[src/rtl/cv32e40p_x_arbiter.sv]
// Shares one X-interface coprocessor between two cv32e40p cores, with lock-on-stall arbitration and in-order response routing.
// Define CV32E40P_X_ARB_FAIR_EN for round-robin arbitration; the default build uses fixed priority with core 0 first.
module cv32e40p_x_arbiter #(
  parameter int unsigned DEPTH = 4
) (
  input  logic                   clk_i,
  input  logic                   rst_i,
  input  logic [1:0]             req_x_valid_i,
  output logic [1:0]             req_x_ready_o,
  input  logic [1:0][31:0]       req_x_instr_data_i,
  input  logic [1:0][2:0][31:0]  req_x_rs_i,
  input  logic [1:0][2:0]        req_x_rs_valid_i,
  output logic [1:0]             req_x_accept_o,
  output logic [1:0]             req_x_is_mem_op_o,
  output logic [1:0]             req_x_writeback_o,
  output logic [1:0]             req_x_rvalid_o,
  input  logic [1:0]             req_x_rready_i,
  output logic [4:0]             req_x_rd_o,
  output logic [31:0]            req_x_data_o,
  output logic                   req_x_dualwb_o,
  output logic                   req_x_type_o,
  output logic                   req_x_error_o,
  output logic                   x_valid_o,
  output logic [31:0]            x_instr_data_o,
  output logic [2:0][31:0]       x_rs_o,
  output logic [2:0]             x_rs_valid_o,
  input  logic                   x_ready_i,
  input  logic                   x_accept_i,
  input  logic                   x_is_mem_op_i,
  input  logic                   x_writeback_i,
  input  logic                   x_rvalid_i,
  output logic                   x_rready_o,
  input  logic [4:0]             x_rd_i,
  input  logic [31:0]            x_data_i,
  input  logic                   x_dualwb_i,
  input  logic                   x_type_i,
  input  logic                   x_error_i,
  output logic [$clog2(DEPTH):0] outstanding_o,
  output logic                   spurious_rsp_o
);

  localparam int unsigned PW = $clog2(DEPTH);
  localparam int unsigned CW = PW + 1;

  typedef enum logic {ARB, LOCK} state_e;

  state_e            state_q, state_d;
  logic              grant_q, grant_d;
  logic [DEPTH-1:0]  owner_q, owner_d;
  logic [PW-1:0]     wptr_q, wptr_d, rptr_q, rptr_d;
  logic [CW-1:0]     count_q, count_d;
  logic              spurious_q, spurious_d;
`ifdef CV32E40P_X_ARB_FAIR_EN
  logic              last_q, last_d;
`endif

  logic g, full, empty, hs, push, pop, head;

  assign full  = (count_q == CW'(DEPTH));
  assign empty = (count_q == '0);
  assign head  = owner_q[rptr_q];

  // Grant selection: held while locked, otherwise chosen from current valids.
  always_comb begin
    g = 1'b0;
    if (state_q == LOCK) begin
      g = grant_q;
    end else if (req_x_valid_i[0] && req_x_valid_i[1]) begin
`ifdef CV32E40P_X_ARB_FAIR_EN
      g = ~last_q;
`else
      g = 1'b0;
`endif
    end else if (req_x_valid_i[1]) begin
      g = 1'b1;
    end
  end

  assign x_valid_o      = req_x_valid_i[g] && !full;
  assign x_instr_data_o = req_x_instr_data_i[g];
  assign x_rs_o         = req_x_rs_i[g];
  assign x_rs_valid_o   = req_x_rs_valid_i[g];
  assign hs             = x_valid_o && x_ready_i;
  assign push           = hs && x_accept_i && x_writeback_i;

  always_comb begin
    req_x_ready_o        = '0;
    req_x_accept_o       = '0;
    req_x_is_mem_op_o    = '0;
    req_x_writeback_o    = '0;
    req_x_ready_o[g]     = x_ready_i && !full;
    req_x_accept_o[g]    = x_accept_i;
    req_x_is_mem_op_o[g] = x_is_mem_op_i;
    req_x_writeback_o[g] = x_writeback_i;
  end

  // Responses go to the oldest owner; with no owner they are drained and flagged.
  always_comb begin
    req_x_rvalid_o = '0;
    x_rready_o     = 1'b1;
    if (!empty) begin
      req_x_rvalid_o[head] = x_rvalid_i;
      x_rready_o           = req_x_rready_i[head];
    end
  end

  assign pop = x_rvalid_i && x_rready_o && !empty;

  assign req_x_rd_o     = x_rd_i;
  assign req_x_data_o   = x_data_i;
  assign req_x_dualwb_o = x_dualwb_i;
  assign req_x_type_o   = x_type_i;
  assign req_x_error_o  = x_error_i;
  assign outstanding_o  = count_q;
  assign spurious_rsp_o = spurious_q;

  always_comb begin
    state_d    = state_q;
    grant_d    = grant_q;
    owner_d    = owner_q;
    wptr_d     = wptr_q;
    rptr_d     = rptr_q;
    count_d    = count_q;
    spurious_d = spurious_q | (x_rvalid_i & empty);
`ifdef CV32E40P_X_ARB_FAIR_EN
    last_d     = last_q;
    if (hs) last_d = g;
`endif
    case (state_q)
      ARB: begin
        if (x_valid_o && !x_ready_i) begin
          state_d = LOCK;
          grant_d = g;
        end
      end
      LOCK: begin
        if (hs) state_d = ARB;
      end
      default: state_d = ARB;
    endcase
    if (push) begin
      owner_d[wptr_q] = g;
      wptr_d          = wptr_q + PW'(1);
    end
    if (pop) rptr_d = rptr_q + PW'(1);
    case ({push, pop})
      2'b10:   count_d = count_q + CW'(1);
      2'b01:   count_d = count_q - CW'(1);
      default: count_d = count_q;
    endcase
  end

  always_ff @(posedge clk_i or posedge rst_i) begin
    if (rst_i) begin
      state_q    <= ARB;
      grant_q    <= 1'b0;
      owner_q    <= '0;
      wptr_q     <= '0;
      rptr_q     <= '0;
      count_q    <= '0;
      spurious_q <= 1'b0;
`ifdef CV32E40P_X_ARB_FAIR_EN
      last_q     <= 1'b1;
`endif
    end else begin
      state_q    <= state_d;
      grant_q    <= grant_d;
      owner_q    <= owner_d;
      wptr_q     <= wptr_d;
      rptr_q     <= rptr_d;
      count_q    <= count_d;
      spurious_q <= spurious_d;
`ifdef CV32E40P_X_ARB_FAIR_EN
      last_q     <= last_d;
`endif
    end
  end

endmodule

[config.mk]
export PLATFORM = sky130hd
export DESIGN_NAME = cv32e40p_x_arbiter
export DESIGN_NICKNAME = d
export VERILOG_FILES = /design/src/rtl/cv32e40p_x_arbiter.sv
export SDC_FILE = /design/constraint.sdc
export NUM_CORES = 1
export LEC_CHECK = 0
export BUFFER_PORTS_ARGS = -buffer_cell sky130_fd_sc_hd__buf_2
export CELL_PAD_IN_SITES_DETAIL_PLACEMENT = 1
export CELL_PAD_IN_SITES_GLOBAL_PLACEMENT = 1
export CORE_AREA = 2 2 195 197
export CTS_CLUSTER_SIZE = 24
export DETAILED_ROUTE_END_ITERATION = 12
export DIE_AREA = 0 0 197 199
export HOLD_SLACK_MARGIN = 0.15
export PLACE_DENSITY_LB_ADDON = 0.1
export SLEW_MARGIN = 40
export SYNTH_ARGS = -nofsm -noshare
export SYNTH_HDL_FRONTEND = slang
export SYNTH_SLANG_ARGS = --single-unit
[constraint.sdc]
create_clock -name clk_i -period 2.15 [get_ports clk_i]
set_input_delay 0.1075 -clock clk_i [delete_from_list [all_inputs] [get_ports clk_i]]
set_output_delay 0.1075 -clock clk_i [all_outputs]
set_load 0.005 [all_outputs]
---- Word-level counts from Yosys, hierarchy flattened ----
Index checks and enable logic that the tools add are counted.
operators by class
  add/subtract/negate cells ............... 4
  order comparisons ....................... 7
  equality and inequality tests ........... 3
  muxes and demuxes ....................... 28
  bitwise logic cells ..................... 8
  reduce and logical (&&, ||, !) cells .... 18
operators with widths
  kind                                                                                 number
  96-bit 2-to-1 mux                                                                    2
  32-bit 2-to-1 mux                                                                    2
  1-bit 2-to-1 mux                                                                     14
  1-bit logical AND                                                                    12
  2-bit bitwise AND                                                                    5
  2-bit by 3-bit less-than comparator with 1-bit output, second input constant         2
  3-bit 2-to-1 mux                                                                     2
  3-bit one-hot mux with 2 select lines                                                1
  2-bit by 1-bit adder with 2-bit output, second input constant                        2
  4-bit bitwise mux                                                                    1
  1-bit by 2-bit less-than comparator with 1-bit output, second input constant         2
  3-bit by 1-bit adder with 3-bit output, second input constant                        1
  3-bit == test, second input constant                                                 1
  1-bit logical NOT                                                                    3
  3-bit logical NOT                                                                    1
  3-bit by 1-bit subtractor with 3-bit output, second input constant                   1
  1-bit binary-select mux with 2-bit select                                            1
  1-bit demux with 1-bit select                                                        2
  1-bit demux with 2-bit select                                                        1
  2-bit by 1-bit == test with 1-bit output, second input constant                      1
  2-bit == test, second input constant                                                 1
  1-bit greater-or-equal comparator, second input constant                             2
  2-bit by 1-bit greater-or-equal comparator with 1-bit output, second input constant  1
  2-bit 2-to-1 mux                                                                     1
  6 further kinds                                                                      6
word-level totals
  flip-flop bits (word level) ............. 14
  input port bits ......................... 313
  output and inout bits ................... 187
  word-level logic and storage cells ...... 75

---- Longest topological paths before layout ----
  depth in word-level cells ............... 11
  depth in mapped cells ................... 11
  mapped depth without buffers ............ 10

---- Least setup slack after synthesis ----
OpenSTA, ideal clock, no wires.
  kind .................................... register to register
  start point ............................. register rptr_q[0]
  end point ............................... register count_q[2] (netlist: outstanding_o[2])
  library setup time ...................... 0.079 ns
  data arrival time ....................... 2.188 ns
  slack ................................... -0.117 ns
  cell stages (with the launch flop) ...... 10
  path buffers ............................ 0
  period minus slack after synthesis ...... 2.267 ns
  cells stage by stage .................... dfrtp_1 -> mux4_2 -> mux2i_2 -> nor2_2 -> ha_1 -> inv_1 -> fa_1 -> xor2_1 -> nor2_1 -> xor2_1
between the ends
  word-level cells in the longest chain between the ends .. 9
  elaborated cells on any way between the ends .. 11
RTL lines
  element                                                                             RTL line  source
  from (decl)                                                                         50        logic [PW-1:0] wptr_q, wptr_d, rptr_q, rptr_d;
  from (signal assigned)                                                              170       rptr_q <= rptr_d;
  1-bit binary-select mux with 2-bit select *                                         61        assign head = owner_q[rptr_q];
  1-bit 2-to-1 mux (implied by the code) *                                            61
  1-bit 2-to-1 mux (implied by the code) * (2 in a row)                               103       x_rready_o = req_x_rready_i[head];
  1-bit 2-to-1 mux *                                                                  101       if (!empty) begin
  1-bit logical AND * (2 in a row)                                                    107       assign pop = x_rvalid_i && x_rready_o && !empty;
  via pop                                                                             57        logic g, full, empty, hs, push, pop, head;
  2-bit by 1-bit == test with 1-bit output / 2-bit == test (equally long branches)    146       case ({push, pop})
  3-bit one-hot mux with 2 select lines / 2-bit nonzero test (equally long branches)  n/a
  to (signal assigned)                                                                171       count_q <= count_d;
  to (decl)                                                                           51        logic [CW-1:0] count_q, count_d;
Mark *: on every way through the listed nets, which the timed path passes. The rest lies on a longest branch. The select of a mux whose other input is x is not followed.
A chain may end at the register's enable or synchronous reset.

---- Worst setup path after layout ----
Ends and elaborated chain as after synthesis.

==> results.ini <==
[sta]
setup_ws_ps = -125
fin_skew_ps = 0.839
finalSetupTns_ps = -125
hold_viol_final = 0
fmax_mhz = 440
period_share_pct = 106
holdWs_ps = 183
rsz0062_at_grt = true
slew_viol_final = 0
max_slew_margin_pct = 59.6
tightest_slew_ps = 606
finalSetupViolCount = 1
period_minus_slack_ps = 2270

[clocking]
cts_tree = done
clk_latency_ps = 240
cts_made_buffers = 3
htreeDepth = 1
cts.sinks = 14
path_clk_slew_ps = 50
cts_buffer_depth = 2
cts_root_buffer = clkbuf_16

[final_layout]
final_common_cell = buf_2
syn_to_final_growth_pct = 96.3
fin_cells = 1405
final_cell_mix = buf_2, nand2_1, buf_4
diodes = 0
fin_nets = 1251
drive_gt1_share_pct = 50.5

[grt]
grt_max_degree = 65
grtUsageMet1_pct = 9.48
overflow = 0
grt_pass1_wl_mm = 26.7
grtUsageTotal_pct = 8.71
grt_pass1_vias = 4547
met2_usage_pct = 16.9
antenna_found_initial = 1
grtUsageMet3_pct = 2.75
top_usage_layer = met2

[floorplan]
io-pin-count = 500
start_util_pct = 7.56
num_rows = 71
design.die.area_um2 = 39200
die_w_um = 197
die_y_um = 199
core_um2 = 37100

[placed_design]
place_congestion = 0.665
dp.cells = 1391
io_buffers = 419
hpwl_mm = 16.3
dp_slack_ps = -174

[setup_path]
crit_fanout = 2
cp_data_required_time_ps = 2320
worstPathArrival_ps = 2440
cp-start-kind = register
crit_type = reg -> reg
cp-end-kind = register

[status]
status = complete, but fails checks
violations = setup timing

[drt]
via_per_inst = 3.30
routed_wl_mm = 19.8
drtIter0Drc = 71
routedWlPerCell_um = 14.1
vias = 4633
drc_errors = 0
drt-pass1-iter-count = 4
ant_nets = 0

[power_and_ir_drop]
power_density_nw_per_um2 = 1100
p_sw_share_pct = 50.4
p_sw_mw = 3.05
p_clk_share_pct = 6.6
p_int_mw = 2.99
leakagePower_nw = 3.48
seq_power_share_pct = 8.1
power_frac_comb_pct = 85.3
worst_ir_drop_vdd_v = 0.000456

[synth]
ys_types = 31
yosys.area.top_type = nand2_1
synth_cells = 544
synthTopCellsByArea = nand2_1, dfrtp_1, buf_4
synth_seq_area_share_pct = 12.5
yosysWarningCount = 0
synth_nets = 863
synth_area_um2 = 2810
synth_top_area_share_pct = 53.1
ys_ff_latch = 14
synth_area_per_cell_um2 = 5.16

[job]
cap_violations = 0

[hold_path]
min_path_type = in -> reg

==> state kept, by name, summed over array words and instances (netlist names), named ones only <==
signal / cells
owner_q: 4
outstanding_o: 3
rptr_q: 2
wptr_q: 2
grant_q: 1
spurious_rsp_o: 1
==> stage by stage <==
stage | power, mW | instance area, um^2 | util [%]
after floorplan | 3.07 | 2810 | -
after global placement | 5.62 | 5270 | 14.2
after detailed placement | 5.54 | 5270 | 14.2
after CTS | 6.01 | 5420 | 14.6
after global routing | 6.78 | 5510 | 14.8
final | 6.04 | 5510 | 14.8
==> area by class of cell <==
class | instances | area (um^2)
clock buffer | 4 | 88.8
inverter | 10 | 37.5
tap | 474 | 593
sequential | 14 | 350
multi-input combinational | 448 | 1960
fill | 4786 | 31600
timing repair buffer | 455 | 2480
==> routing by layer <==
metal,vias up,wire [um]
met5,-,13
met4,2,165
met3,14,1720
met2,238,10500
met1,2001,7340
li1,2378,-
==> critical path: stages (launching register included) <==
cell and delay (ps):
dfrtp_1 360, mux4_2 560, mux2i_2 190, nor2_2 110
ha_2 200, inv_2 40, fa_2 320, xor2_1 140
nor2_1 120, xor2_1 160
==> power groups by stage <==
| stage | Clock, mW | Combinational (mW) | Sequential (mW) |
|---|---|---|---|
| floorplan | 0 | 2.57 | 0.493 |
| global placement | 0 | 5.12 | 0.499 |
| detailed placement | 0 | 5.04 | 0.497 |
| CTS | 0.413 | 5.10 | 0.494 |
| global route | 0.427 | 5.84 | 0.513 |
| finish | 0.399 | 5.15 | 0.489 |
==> logic make-up after synthesis <==
logic type	after synthesis	synth area share, %
mux	5	2.54
xor+xnor	6	1.87
compound gates	12	4.77
fa+ha+maj	6	2.94
flops	14	12.5
buf+inv	82	17.8
simple gates	419	57.6
==> worst paths after layout <==
check / slack [ps] / start / depth (start not counted) / to
worst max-delay path: -120 / rptr_q[0] / 9 / outstanding_o[2]
worst min-delay path: 180 / req_x_valid_i[1] / 3 / grant_q
worst max register to register: -120 / rptr_q[0] / 9 / outstanding_o[2]
worst min register to register: 480 / spurious_rsp_o / 1 / spurious_rsp_o
max in group asynchronous: 1280 / rst_i / 3 / owner_q[0]
min in group asynchronous: 470 / rst_i / 3 / outstanding_o[0]
==> synthesized netlist by cell type <==
master    instances
nor3b_2           1
buf_2            19
mux2i_2           1
o31a_1            1
a32o_1            4
clkbuf_1          8
fa_1              1
a311oi_4          1
and3_2            1
a21oi_1           2
mux2i_1           2
nand3_1           6
nor2_2            1
o221a_2           1
buf_4            45
nor3b_1           1
nor3_1            1
nor2_1            4
xor2_1            4
and2_1            6
xnor2_1           2
o21bai_1          1
ha_1              5
dfrtp_1          14
o21a_2            1
o31ai_4           1
nand2_1         397
mux2_4            1
inv_1            10
or3_1             1
mux4_2            1
==> what timing repair did <==
item,in CTS,in global routing
endpoints found under the hold margin,16,0
endpoints found under the setup margin,1,80
setup buffers,3,2
resized for setup,3,6
pin swaps,4,4
gates cloned,0,2
hold buffers,3,0
(Power assumes the default switching activity.)
